<file path="config.mk">
export PLATFORM = sky130hd
export DESIGN_NAME = traffic_phase_ctrl
export DESIGN_NICKNAME = d
export VERILOG_FILES = /design/src/rtl/traffic_phase_ctrl.sv
export SDC_FILE = /design/constraint.sdc
export NUM_CORES = 1
export LEC_CHECK = 0
export ABC_AREA = 1
export CAP_MARGIN = 0
export CORE_MARGIN = 1.5
export CORE_UTILIZATION = 63
export CTS_BUF_LIST = sky130_fd_sc_hd__clkbuf_8
export CTS_CLUSTER_DIAMETER = 120
export CTS_CLUSTER_SIZE = 28
export DETAILED_ROUTE_END_ITERATION = 12
export HOLD_SLACK_MARGIN = 0.06
export PLACE_DENSITY = 0.84
export SYNTH_ARGS = -nofsm -noshare
export SYNTH_HDL_FRONTEND = slang
export SYNTH_SLANG_ARGS = --single-unit
</file>
<file path="constraint.sdc">
create_clock -name CLK -period 7.8 [get_ports CLK]
set_input_delay 1.56 -clock CLK [delete_from_list [all_inputs] [get_ports CLK]]
set_output_delay 1.56 -clock CLK [all_outputs]
set_load 0.02 [all_outputs]
</file>
<file path="src/rtl/traffic_phase_ctrl.sv">
// traffic_phase_ctrl: parametrised multi-signal traffic-light phase sequencer.
// Steps through N_PHASE green masks timed from a writable timing table. It
// inserts a yellow interval for signals that leave green. Vehicle sensors can
// force a priority phase and select a timing table. Pedestrian buttons shorten
// a running green. Lamp outputs are registered. CS pulses for one cycle on
// every lamp change.
module traffic_phase_ctrl #(
  parameter int TICK_DIV = 48_000_000,
  parameter int N_SIG    = 3,
  parameter int N_PHASE  = 5,
  parameter int N_TABLE  = 4,
  parameter int TW       = 8,
  parameter int YEL_S    = 3,
  parameter int PB_CUT   = 5,
  // green mask per phase, P(N_PHASE-1)..P0; bit i = signal i
  parameter logic [N_PHASE*N_SIG-1:0] PHASE_GREEN = {3'b001, 3'b010, 3'b100, 3'b000, 3'b011},
  // priority phase and timing table per sensor, S(N_SIG-1)..S0
  parameter logic [N_SIG*3-1:0]       PRIO_PHASE  = {3'd2, 3'd3, 3'd4},
  parameter logic [N_SIG*2-1:0]       SENS_TABLE  = {2'd1, 2'd3, 2'd2},
  // default timing table; entry [t][p] sits at bit offset (t*N_PHASE+p)*TW
  parameter logic [N_TABLE*N_PHASE*TW-1:0] T_INIT = {
    8'd12, 8'd54, 8'd27,  8'd3, 8'd17,   // D: P4..P0
    8'd48, 8'd14, 8'd27,  8'd3, 8'd17,   // C
    8'd12, 8'd14, 8'd110, 8'd3, 8'd3,    // B
    8'd24, 8'd27, 8'd55,  8'd3, 8'd17    // A
  }
) (
  input  logic             CLK,
  input  logic             RESET,
  input  logic [N_SIG-1:0] SENS,
  input  logic [N_SIG-1:0] PB,
  input  logic             CFG_WE,
  input  logic [1:0]       CFG_TAB,
  input  logic [2:0]       CFG_PH,
  input  logic [TW-1:0]    CFG_DATA,
  output logic [N_SIG-1:0] LG,
  output logic [N_SIG-1:0] LY,
  output logic [N_SIG-1:0] LR,
  output logic [N_SIG-1:0] CS,
  output logic [2:0]       PHASE,
  output logic [1:0]       TABLE
);

  typedef enum logic {RUN, YEL} state_t;

  localparam int            PW       = (TICK_DIV > 1) ? $clog2(TICK_DIV) : 1;
  localparam logic [TW-1:0] PB_CUT_T = TW'(PB_CUT);
  localparam logic [TW-1:0] YEL_T    = TW'(YEL_S);

  function automatic logic [N_SIG-1:0] green_of(input logic [2:0] p);
    return PHASE_GREEN[int'(p)*N_SIG +: N_SIG];
  endfunction

  // A stored time of zero would underflow the down-counter, so it runs as 1 s.
  function automatic logic [TW-1:0] nz(input logic [TW-1:0] t);
    return (t == '0) ? TW'(1) : t;
  endfunction

  logic [PW-1:0]    presc_q;
  logic             tick;
  logic [TW-1:0]    tbl [N_TABLE][N_PHASE];

  state_t           state_q, state_d;
  logic [2:0]       phase_q, phase_d, np_q, np_d, np_c;
  logic [1:0]       table_q, table_d, nt_q, nt_d, nt_c;
  logic [TW-1:0]    timer_q, timer_d;
  logic [N_SIG-1:0] lg_q, lg_d, ly_q, ly_d, lr_q, lr_d, cs_q, cs_d;
  logic [N_SIG-1:0] req_q, req_d, pb_q, pb_rise, leave;
  logic             cut;

  assign tick    = (presc_q == PW'(TICK_DIV - 1));
  assign pb_rise = PB & ~pb_q;

  assign LG    = lg_q;
  assign LY    = ly_q;
  assign LR    = lr_q;
  assign CS    = cs_q;
  assign PHASE = phase_q;
  assign TABLE = table_q;

  // Free-running prescaler producing a one-cycle tick every TICK_DIV cycles.
  always_ff @(posedge CLK) begin
    // NOTE: sequential state uses non-blocking (<=) so every flop samples
    // pre-edge values regardless of statement order.
    if (RESET) presc_q <= '0;
    else       presc_q <= tick ? '0 : presc_q + PW'(1);
  end

  // Timing table: restored on reset, written by the config port when in range.
  always_ff @(posedge CLK) begin
    // NOTE: this memory is reset on purpose because reset must restore the
    // default timings; plain data RAMs normally carry no reset.
    if (RESET) begin
      for (int t = 0; t < N_TABLE; t++)
        for (int p = 0; p < N_PHASE; p++)
          tbl[t][p] <= T_INIT[(t*N_PHASE + p)*TW +: TW];
    end else if (CFG_WE && int'(CFG_TAB) < N_TABLE && int'(CFG_PH) < N_PHASE) begin
      tbl[CFG_TAB][CFG_PH] <= CFG_DATA;
    end
  end

  // Next phase/table if the running phase ended now, and who leaves green.
  always_comb begin
    // NOTE: every combinational output gets a default first so no path can
    // leave it unassigned and infer a latch; blocking (=) is correct here.
    np_c = (phase_q == 3'(N_PHASE - 1)) ? 3'd0 : phase_q + 3'd1;
    nt_c = table_q;
    if (SENS == '0) begin
      nt_c = 2'd0;
    end else if ($onehot(SENS)) begin
      for (int i = 0; i < N_SIG; i++) begin
        if (SENS[i] && PRIO_PHASE[i*3 +: 3] != phase_q) begin
          np_c = PRIO_PHASE[i*3 +: 3];
          nt_c = SENS_TABLE[i*2 +: 2];
        end
      end
    end
    leave = green_of(phase_q) & ~green_of(np_c);
  end

  // FSM next state, timer, lamps, button requests and change pulses.
  always_comb begin
    state_d = state_q;
    phase_d = phase_q;
    table_d = table_q;
    timer_d = timer_q;
    np_d    = np_q;
    nt_d    = nt_q;
    lg_d    = lg_q;
    ly_d    = ly_q;
    lr_d    = lr_q;
    cut     = (|((req_q | pb_rise) & lg_q)) && (timer_q > PB_CUT_T);

    case (state_q)
      RUN: begin
        if (tick && timer_q == TW'(1)) begin
          if (leave != '0) begin
            state_d = YEL;
            timer_d = YEL_T;
            np_d    = np_c;
            nt_d    = nt_c;
            lg_d    = green_of(phase_q) & ~leave;
            ly_d    = leave;
            lr_d    = ~green_of(phase_q);
          end else begin
            phase_d = np_c;
            table_d = nt_c;
            timer_d = nz(tbl[nt_c][np_c]);
            lg_d    = green_of(np_c);
            ly_d    = '0;
            lr_d    = ~green_of(np_c);
          end
        end else if (cut) begin
          timer_d = PB_CUT_T;
        end else if (tick) begin
          timer_d = timer_q - TW'(1);
        end
      end
      YEL: begin
        if (tick && timer_q == TW'(1)) begin
          state_d = RUN;
          phase_d = np_q;
          table_d = nt_q;
          timer_d = nz(tbl[nt_q][np_q]);
          lg_d    = green_of(np_q);
          ly_d    = '0;
          lr_d    = ~green_of(np_q);
        end else if (tick) begin
          timer_d = timer_q - TW'(1);
        end
      end
    endcase

    // A request is served once its signal stops being green; a new press wins.
    req_d = (req_q & ~(lg_q & ~lg_d)) | pb_rise;
    cs_d  = (lg_q ^ lg_d) | (ly_q ^ ly_d) | (lr_q ^ lr_d);
  end

  // Controller state register.
  always_ff @(posedge CLK) begin
    if (RESET) begin
      state_q <= RUN;
      phase_q <= '0;
      table_q <= '0;
      np_q    <= '0;
      nt_q    <= '0;
      timer_q <= nz(T_INIT[TW-1:0]);
      lg_q    <= green_of(3'd0);
      ly_q    <= '0;
      lr_q    <= ~green_of(3'd0);
      cs_q    <= '0;
      req_q   <= '0;
      pb_q    <= '0;
    end else begin
      state_q <= state_d;
      phase_q <= phase_d;
      table_q <= table_d;
      np_q    <= np_d;
      nt_q    <= nt_d;
      timer_q <= timer_d;
      lg_q    <= lg_d;
      ly_q    <= ly_d;
      lr_q    <= lr_d;
      cs_q    <= cs_d;
      req_q   <= req_d;
      pb_q    <= PB;
    end
  end

endmodule
</file>
; ---- Yosys cells after proc, flatten, opt, wreduce, memory -nomap -nowiden
; Memories as Yosys holds them, arrays and structs flattened. A register that Yosys moved wholly into a read port is not among the register bits.
; Cells that the tools add are included.
[totals]
reg_bits = 63
latch_bits = 0
ram_bits = 160
mem_bits_ro = 0
out_inout_bits = 17
word_cells = 142
memories = 1
[classes]
add_sub_neg = 5
n_mul = 3
div = 0
magnitude_cmp = 6
n_eq_ne = 10
shift = 3
mux = 61
n_bitwise = 24
n_reduce_logical = 16
[memory_table]
columns = name, words, width, read_ports, rd_clocked_by_memory_dff, write_ports, line
row1 = tbl, 4, 40, 2, 1, 4, 61  ; logic [TW-1:0] tbl [N_TABLE][N_PHASE];
[op_table]
columns = op, count
row1 = $mux 40, 3
row2 = $mux 8, 12
row3 = $mux 3, 18
row4 = $bmux 8 s3, 2
row5 = $shiftx 15x6->3 const A, 3
row6 = $reduce_or 40->1, 1
row7 = $add 26x1->26 const B, 1
row8 = $eq 26x26->1 const B, 1
row9 = $demux 8 s3, 1
row10 = $pmux 3 s2, 4
row11 = $mux 2, 11
row12 = $not 3->3, 7
row13 = $and 3x3->3, 6
row14 = $logic_not 8->1, 2
row15 = $pmux 8 s2, 1
row16 = $mul 3x2->5 const B, 3
row17 = $ge 4x4->1 const B, 3
row18 = $not 3->4, 3
row19 = $or 3x3->3, 4
row20 = $xor 3x3->3, 3
row21 = $eq 8x1->1 const B, 1
row22 = $gt 8x3->1 const B, 1
row23 = $sub 8x1->8 const B, 1
row24 = $logic_and 1x1->1, 7
row25 = other kinds (20), 29

; ---- Logic depth before layout (Yosys ltp)
; Gate-level depths: netlist (run 1).
[depth]
word_depth = 21
ltp_mapped = 23
depth_no_buf = 22

; ---- Worst setup path before layout (run 1)
; Ideal clock, no wire load.
[synth_path]
path_kind = input to register
start = input port SENS[2]
end = register cs_q[0] (netlist: CS[0])
setup_ps = 113
arrival_ps = 4463
setup_slack_ps = 3224
stages = 23
path_buffers = 1
path_cell_list = inv_1 fa_1 inv_1 nand2_1 a21oi_2 nand2_4 o21ai_2 buf_2 inv_1 ha_1 nor2_1 a21oi_1 nand2_2 nand2_1 nand2_1 nor2_1 a221oi_1 ha_1 o21ai_0 a31oi_1 nand2_1 o21ai_1 inv_1
[synth_via]
elab_chain_len = 16
elab_cells_between_ends = 28
classes_between = add/sub (1) / mul (1) / eq/ne (1) / shift (1) / mux (12) / bitwise (9) / reduce/logical (3)
[synth_rtl]
columns = element, line
row1 = start: declaration, 30  ; input logic [N_SIG-1:0] SENS,
row2 = $add 2x1->2 (implied by the code) or $logic_and 1x1->1 (tied branches), "110, 112"
row3 = $eq 2x1->1 or $mux 3 (tied branches), "110, 112"
row4 = $mux 3, 110  ; end else if ($onehot(SENS)) begin
row5 = $mux 3 *, 108  ; if (SENS == '0) begin
row6 = via np_c[1], 64  ; logic [2:0] phase_q, phase_d, np_q, np_d, np_c;
row7 = $mul 3x2->5 *, 51  ; return PHASE_GREEN[int'(p)*N_SIG +: N_SIG];
row8 = $shiftx 15x6->3 *, 51
row9 = $not 3->3, "118, 151"
row10 = $and 3x3->3, 118  ; leave = green_of(phase_q) & ~green_of(np_c);
row11 = $not 3->3, 142  ; lg_d = green_of(phase_q) & ~leave;
row12 = $and 3x3->3, 142
row13 = $mux 3, 137  ; if (leave != '0) begin
row14 = $mux 3, 136  ; if (tick && timer_q == TW'(1)) begin
row15 = $pmux 3 s2, 134  ; case (state_q)
row16 = $xor 3x3->3, 176  ; cs_d = (lg_q ^ lg_d) | (ly_q ^ ly_d) | (lr_q ^ lr_d);
row17 = $or 3x3->3, 176
row18 = $or 3x3->3 *, 176
row19 = end signal: assignment, 204  ; cs_q <= cs_d;
row20 = end: declaration, 67  ; logic [N_SIG-1:0] lg_q, lg_d, ly_q, ly_d, lr_q, lr_d, cs_q, cs_d;
; The timed path passes the listed nets; every way through them passes the cells marked *.
; A chain may end at the register's enable or synchronous reset.

; ---- Worst setup path after layout (run 1)
[layout_path]
start = input port SENS[0]
end = register cs_q[1] (netlist: CS[1])
[layout_via]
elab_chain_len = 18
elab_cells_between_ends = 31
classes_between = add/sub (2) / mul (1) / eq/ne (1) / shift (1) / mux (14) / bitwise (9) / reduce/logical (3)
[layout_rtl]
columns = element, line
row1 = "parallel branches: the longest is 5 deep, another holds $add 1x1->2", n/a
row2 = $mux 3 *, 108
row3 = $mul 3x2->5 *, 51
row4 = $shiftx 15x6->3 *, 51
row5 = $not 3->3, "118, 151"
row6 = $and 3x3->3, 118
row7 = $not 3->3, 142
row8 = $and 3x3->3, 142
row9 = $mux 3, 137
row10 = $mux 3, 136
row11 = $pmux 3 s2, 134
row12 = $xor 3x3->3, 176
row13 = $or 3x3->3, 176
row14 = $or 3x3->3 *, 176
; Mark *: on every way between the ends.

==> key figures, run 1 <==
Outcome
  – Outcome: complete, no violations

Finish
  – Fin area: 0.0134 mm²
  – Antenna cells: 0
  – Most flop-heavy register: tbl
  – Max reg flops: 160
  – Layout area overhead: 4.65%
  – Layout cells sized above 1: 0.0388
  – Most frequent cells in the layout: nand2_1, nor2_1, inv_1, edfxtp_1, nand3_1
  – Final core occ: 0.680
  – NumNets Final: 1656
  – Commonest non-fill, non-tap cell in the layout: nand2_1
  – Biggest regs: tbl x160, presc_q x26, timer_q x8

STA
  – Worst-Margin Slew: 1.05 ns
  – Max Slew Vio Count: 0
  – FMAX: 183 MHz
  – Post-layout min period: 5.45 ns
  – RSZ-0062 raised after global routing: no
  – Count of final setup violators: 0
  – Fin. Hold Viols: 0
  – Crit share post-route: 0.699
  – Setup_tns: 0 ns
  – Final clock skew: 0.0764 ns
  – Relative slew margins: 0.299

Drt
  – Vias per inst: 6.09
  – DR vias: 11505
  – Drt first-iter violations: 1746
  – Routed Antenna Nets: 0
  – DRT Pass-1 Iters: 6
  – Drt total wl: 36100 µm
  – Average wire per standard cell: 19.1 µm
  – DRC viols: 0

Clock tree
  – Inserted Clock Buffers: 12
  – Clock Sinks: 225
  – Worst skew pair latency: 0.55 ns
  – CTS tree: done
  – Maximum clock path buffer count: 3
  – Post-CTS Setup Inserts: 0
  – Clk pin slew, worst setup/hold paths: 0.17 ns
  – Cts hold-fix bufs: 0
  – Post-CTS resize count: 0
  – Root buf cell: clkbuf_8
  – Clock H-tree levels: 1

Synth
  – Synthesis-stage register bit count: 225
  – Mapped cell area: 0.0128 mm²
  – Ys flop type: edfxtp_1
  – Number of flops mapped to enable cells by yosys: 160
  – Register area share after synthesis: 0.478
  – Mapped Cells: 1645
  – Ys Warns: 0
  – Async set or reset register ratio after synthesis: 0
  – Net Count, Synth: 1682
  – Distinct cells, synth: 51
  – Synthesized area per cell: 7.76 µm²

Critical path
  – CP required: 8.23 ns
  – CP max FO: 51
  – Critical Path Source Type: input port
  – CP Capture Type: flip-flop
  – Worst EP arrival: 5.88 ns
  – CP Class: in2reg

Global route
  – First-pass GRT wire length: 55400 µm
  – Antenna violations before repair: 0
  – Largest net degree at the start of global routing: 101
  – GRT Resource Usage Total: 0.331
  – Total gr overflow: 0
  – Vias in the first global route: 10369

Placed design
  – Port bufs: 38
  – HPWL after detailed placement: 24900 µm
  – Area after DPL: 0.0131 mm²
  – Final Wtd Congestion: 0.995

Floorplan
  – # IOs: 39
  – Die Span X: 145 µm
  – Height of the die: 145 µm
  – Core Footprint: 0.0197 mm²
  – Starting Density: 0.649
  – Die area: 0.0211 mm²
  – Rows: 51

Pwr
  – VDD IR max: 215 µV
  – Leak Pwr: 5.24 nW
  – Pwr dens: 166 mW/mm²

Hold path
  – Worst min-delay path class: reg2reg

Run
  – Max-Cap Viols: 0
final timing paths:
| kind | start | end | slack [ns] | cells after the start |
|---|---|---|---|---|
| worst max-delay path | SENS[0] | CS[1] | 2.35 | 21 |
| worst min-delay path | presc_q[0] | presc_q[0] | 0.46 | 1 |
| worst max register to register | PHASE[1] | CS[1] | 3.84 | 20 |
| worst min register to register | presc_q[0] | presc_q[0] | 0.46 | 1 |
worst max-delay path: stages:
cell             delay (ns)
clkdlybuf4s50_1        0.54
inv_1                  0.10
fa_1                   0.55
inv_1                  0.04
nand2_1                0.13
a21oi_2                0.07
nand2_4                0.47
o21ai_2                0.40
ha_1                   0.43
nand2_1                0.08
a21oi_1                0.19
nand2_2                0.18
o21ai_0                0.15
nand4_1                0.16
nand2_1                0.10
a21oi_1                0.06
ha_1                   0.28
o21ai_0                0.07
nand3b_1               0.17
nor2_1                 0.09
nor2_1                 0.04
routing by layer:
metal | part of all wire | GRT usage | vias up
li1 | - | - | 5422
met1 | 0.40 | 0.457 | 5212
met2 | 0.45 | 0.527 | 775
met3 | 0.12 | 0.0712 | 96
met4 | 0.031 | 0.103 | 0
met5 | 0 | 0 | -
Yosys cell counts, types with 2 or more instances:
library cell | instances | area [µm²]
a31oi_1 | 5 | 31.3
buf_6 | 3 | 33.8
o21a_1 | 5 | 37.5
o21ai_2 | 2 | 17.5
xor2_1 | 6 | 52.6
nor2_2 | 5 | 31.3
nand2_4 | 2 | 22.5
buf_2 | 17 | 85.1
nor2_4 | 3 | 33.8
edfxtp_1 | 160 | 4800
nand2_1 | 305 | 1140
clkinv_1 | 9 | 33.8
o21ai_1 | 6 | 30.0
clkbuf_1 | 50 | 188
a221oi_1 | 2 | 17.5
nand3_1 | 156 | 781
buf_1 | 3 | 11.3
a22oi_1 | 5 | 37.5
nor4_1 | 4 | 25.0
a21oi_2 | 2 | 17.5
nand4_1 | 10 | 62.6
a211oi_1 | 3 | 22.5
a21oi_1 | 105 | 526
nand2_2 | 9 | 56.3
buf_4 | 14 | 105
o21ai_0 | 142 | 711
nor3_1 | 19 | 95.1
ha_1 | 14 | 175
and3_1 | 2 | 12.5
nor2_1 | 244 | 916
a22o_1 | 2 | 17.5
inv_1 | 177 | 664
o211ai_1 | 24 | 180
or2_2 | 2 | 12.5
inv_2 | 9 | 33.8
dfxtp_1 | 65 | 1300
nand3b_1 | 40 | 300
layout make-up:
type / count / area [µm²]
fill: 1678 / 6300
sequential: 225 / 6110
multi-input combinational: 1138 / 5500
inverter: 195 / 732
timing repair buffer: 47 / 448
tap: 265 / 332
clock buffer: 13 / 179
clock inverter: 7 / 52.6
logic make-up after synthesis:
logic type      count (synthesis)  synth area share
flops                         225             0.478
buf+inv                       282            0.0905
compound gates                309             0.134
xor+xnor                        6           0.00412
simple gates                  808             0.278
fa+ha+maj                      15            0.0153
stage by stage:
| step | total power [W] | cells | worst slack [ns] | hold slack, ns |
|---|---|---|---|---|
| final | 0.00222 | 1890 | 2.35 | 0.463 |
| after global routing | 0.00229 | 1890 | 2.13 | 0.497 |
| after CTS | 0.00221 | 1890 | 2.42 | 0.471 |
| after detailed placement | 0.00170 | 1870 | 1.83 | 0.447 |
| after global placement | 0.00169 | 1870 | 2.04 | 0.430 |
| after floorplan | 0.00160 | 1645 | 3.22 | 0.418 |
power by group:
part	leakage [nW]	internal, W	switching (W)
Clock	0.137	0.000164	0.000377
Combinational	3.02	0.0000945	0.000234
Sequential	2.08	0.00133	0.0000258
No activity file was read; power rests on OpenSTA's default activity.
==> run 2, diff against run 1 <==
==> constraint.sdc (replaced) <==
create_clock -name CLK -period 5.1 [get_ports CLK]
set_input_delay 1.02 -clock CLK [delete_from_list [all_inputs] [get_ports CLK]]
set_output_delay 1.02 -clock CLK [all_outputs]
set_load 0.02 [all_outputs]
==> run 2 against run 1 <==
  * Clock power up 53%
  * Hold slack improved by 0.0099 ns
  * First-iteration DRC count fell by 13%
==> key figures, run 2 (same netlist as run 1, synthesis figures left out) <==
Finish
  – Biggest regs: tbl x160, presc_q x26, timer_q x8
  – Layout area overhead: 5.33%
  – Most flop-heavy register: tbl
  – Most frequent cells in the layout: nand2_1, nor2_1, inv_1, edfxtp_1, nand3_1
  – NumNets Final: 1666 (+0.60%)
  – Layout cells sized above 1: 0.0446 (+0.00588)
  – Max reg flops: 160 (unchanged)
  – Antenna cells: 0 (unchanged)
  – Commonest non-fill, non-tap cell in the layout: nand2_1

Global route
  – Total gr overflow: 0 (unchanged)
  – Vias in the first global route: 10665 (+2.9%)
  – First-pass GRT wire length: 56100 µm (+1.2%)
  – Largest net degree at the start of global routing: 80 (-21%)
  – Antenna violations before repair: 0 (unchanged)
  – GRT Resource Usage Total: 0.337 (+0.00521)

Critical path
  – CP required: 5.56 ns (-2.67 ns)
  – CP most frequent cell: nand2_1
  – Reg2Reg Launch Point: PHASE[1]
  – CP Class: in2reg
  – Crit. Startpoint: SENS[0]
  – Capturing point of the worst reg2reg path: CS[0]
  – Worst path cell trace: clkdlybuf4s50_1 > inv_1 > fa_1 > inv_1 > nand2_1 > a21oi_2 > nand2_4 > buf_4 > nand2_1 > nand2_1 > a21oi_1 > nand2_2 > nand2_1 > nand2_1 > nor2_1 > a221oi_1 > ha_1 > o21ai_0 > a31oi_1 > nand2_1 > o21ai_1 > inv_1
  – Crit-path leading delay family: simple AND/OR/NAND/NOR gates
  – WP buf/inv: 5 (+2)
  – Critical Path Source Type: input port
  – R2r setup slk: 1.82 ns (-2.02 ns)
  – Slowest stage delay, CP: 0.55 ns (about the same)
  – Critical path endpoint: CS[0]
  – CP max FO: 26 (-49%)
  – CP Capture Type: flip-flop
  – Worst EP arrival: 4.61 ns (-1.27 ns)
  – Critical Path Stages: 22 (+4.8%)
  – R2r worst-path depth: 21 (+5.0%)
  – Slowest-stage cell, CP: fa_1

Floorplan
  – # IOs: 39 (unchanged)
  – Die Span X: 145 µm (unchanged)
  – Height of the die: 145 µm (unchanged)
  – Die area: 0.0211 mm² (unchanged)
  – Core Footprint: 0.0197 mm² (unchanged)
  – Rows: 51 (unchanged)
  – Starting Density: 0.649 (unchanged)

Pwr
  – Leak Pwr: 5.29 nW (+1.0%)
  – VDD IR max: 346 µV (+61%)
  – Pwr dens: 254 mW/mm² (+53%)

Clock tree
  – CTS tree: done
  – Root buf cell: clkbuf_8
  – Clock H-tree levels: 1 (unchanged)
  – Clk pin slew, worst setup/hold paths: 0.17 ns (about the same)
  – Maximum clock path buffer count: 3 (unchanged)
  – Post-CTS resize count: 0 (unchanged)
  – Post-CTS Setup Inserts: 0 (unchanged)
  – Worst skew pair latency: 0.54 ns (about the same)
  – Inserted Clock Buffers: 12 (unchanged)
  – Clock Sinks: 225 (unchanged)
  – Cts hold-fix bufs: 0 (unchanged)

Run
  – Max-Cap Viols: 0 (unchanged)

Placed design
  – Port bufs: 38 (unchanged)
  – Final Wtd Congestion: 1.03 (+3.1%)
  – HPWL after detailed placement: 25000 µm (+0.33%)

Drt
  – Drt first-iter violations: 1520 (-13%)
  – DRC viols: 0 (unchanged)
  – Vias per inst: 6.12 (+0.55%)
  – DR vias: 11630 (+1.1%)
  – Routed Antenna Nets: 0 (unchanged)
  – Drt total wl: 35900 µm (-0.43%)
  – DRT Pass-1 Iters: 6 (unchanged)
  – Average wire per standard cell: 18.9 µm (-0.96%)

STA
  – Final clock skew: 0.0571 ns (-0.0193 ns)
  – Fin. Hold Viols: 0 (unchanged)
  – RSZ-0062 raised after global routing: no
  – Count of final setup violators: 0 (unchanged)
  – Relative slew margins: 0.278 (-0.0214)
  – Setup_tns: 0 ns (unchanged)
  – Max Slew Vio Count: 0 (unchanged)
  – Post-layout min period: 4.16 ns
  – FMAX: 241 MHz
  – Worst-Margin Slew: 1.08 ns (+0.0318 ns)
  – Hold Slack: 0.473 ns (+0.00988 ns)
  – Crit share post-route: 0.815

Hold path
  – Worst min-delay path class: reg2reg
  – Hold path cells: 1 (unchanged)

Outcome
  – Outcome: complete, no violations
run 2: worst min path at each step:
stage / slack, ns / to / start
floorplan: 0.42 / presc_q[0] / presc_q[0]
global placement: 0.43 / presc_q[0] / presc_q[0]
detailed placement: 0.44 / presc_q[0] / presc_q[0]
CTS: 0.47 / presc_q[0] / presc_q[0]
global route: 0.50 / presc_q[0] / presc_q[0]
finish: 0.47 / presc_q[0] / presc_q[0]
run 2: routing by layer:
| metal | track usage | routed length [µm] | vias to the layer above |
|---|---|---|---|
| met3 | 0.0589 | 4350 | 99 |
| met5 | 0 | 0 | - |
| met4 | 0.121 | 1260 | 0 |
| met1 | 0.468 | 14100 | 5317 |
| met2 | 0.533 | 16100 | 778 |
| li1 | - | - | 5436 |
run 2: final cells by class:
cell class	instances	area, µm²
Clock buffer	13	179
Clock inverter	7	52.6
Fill cell	1697	6210
Inverter	195	732
Multi-Input combinational cell	1138	5500
Sequential cell	225	6110
Tap cell	265	332
Timing Repair Buffer	57	536
run 2: metrics by stage:
step	cells	util	worst slack [ns]	power, W	cell area [µm²]
finish	1900	0.684	0.945	0.00341	13400
detailed placement	1880	0.672	0.427	0.00260	13200
global placement	1880	0.672	0.539	0.00259	13200
floorplan	1645	-	1.06	0.00245	12800
global route	1900	0.684	0.663	0.00353	13400
CTS	1900	0.684	0.983	0.00339	13400
run 2: worst reg2reg max path: stages (launching register included):
cell      delay [ns]
dfxtp_1         0.50
ha_1            0.20
ha_1            0.14
nor2_1          0.07
inv_1           0.06
nand2_2         0.07
nand2_4         0.10
buf_4           0.32
nand2_1         0.19
nand2_1         0.14
a21oi_1         0.09
nand2_2         0.20
nand2_1         0.08
nand2_1         0.10
nor2_1          0.05
a221oi_1        0.28
ha_1            0.17
o21ai_0         0.07
a31oi_1         0.14
nand2_1         0.07
o21ai_1         0.12
inv_1           0.05
run 2: power by group:
| group | switching (W) | internal, W |
|---|---|---|
| Combinational | 0.000362 | 0.000154 |
| Clock | 0.000578 | 0.000251 |
| Sequential | 0.0000363 | 0.00203 |
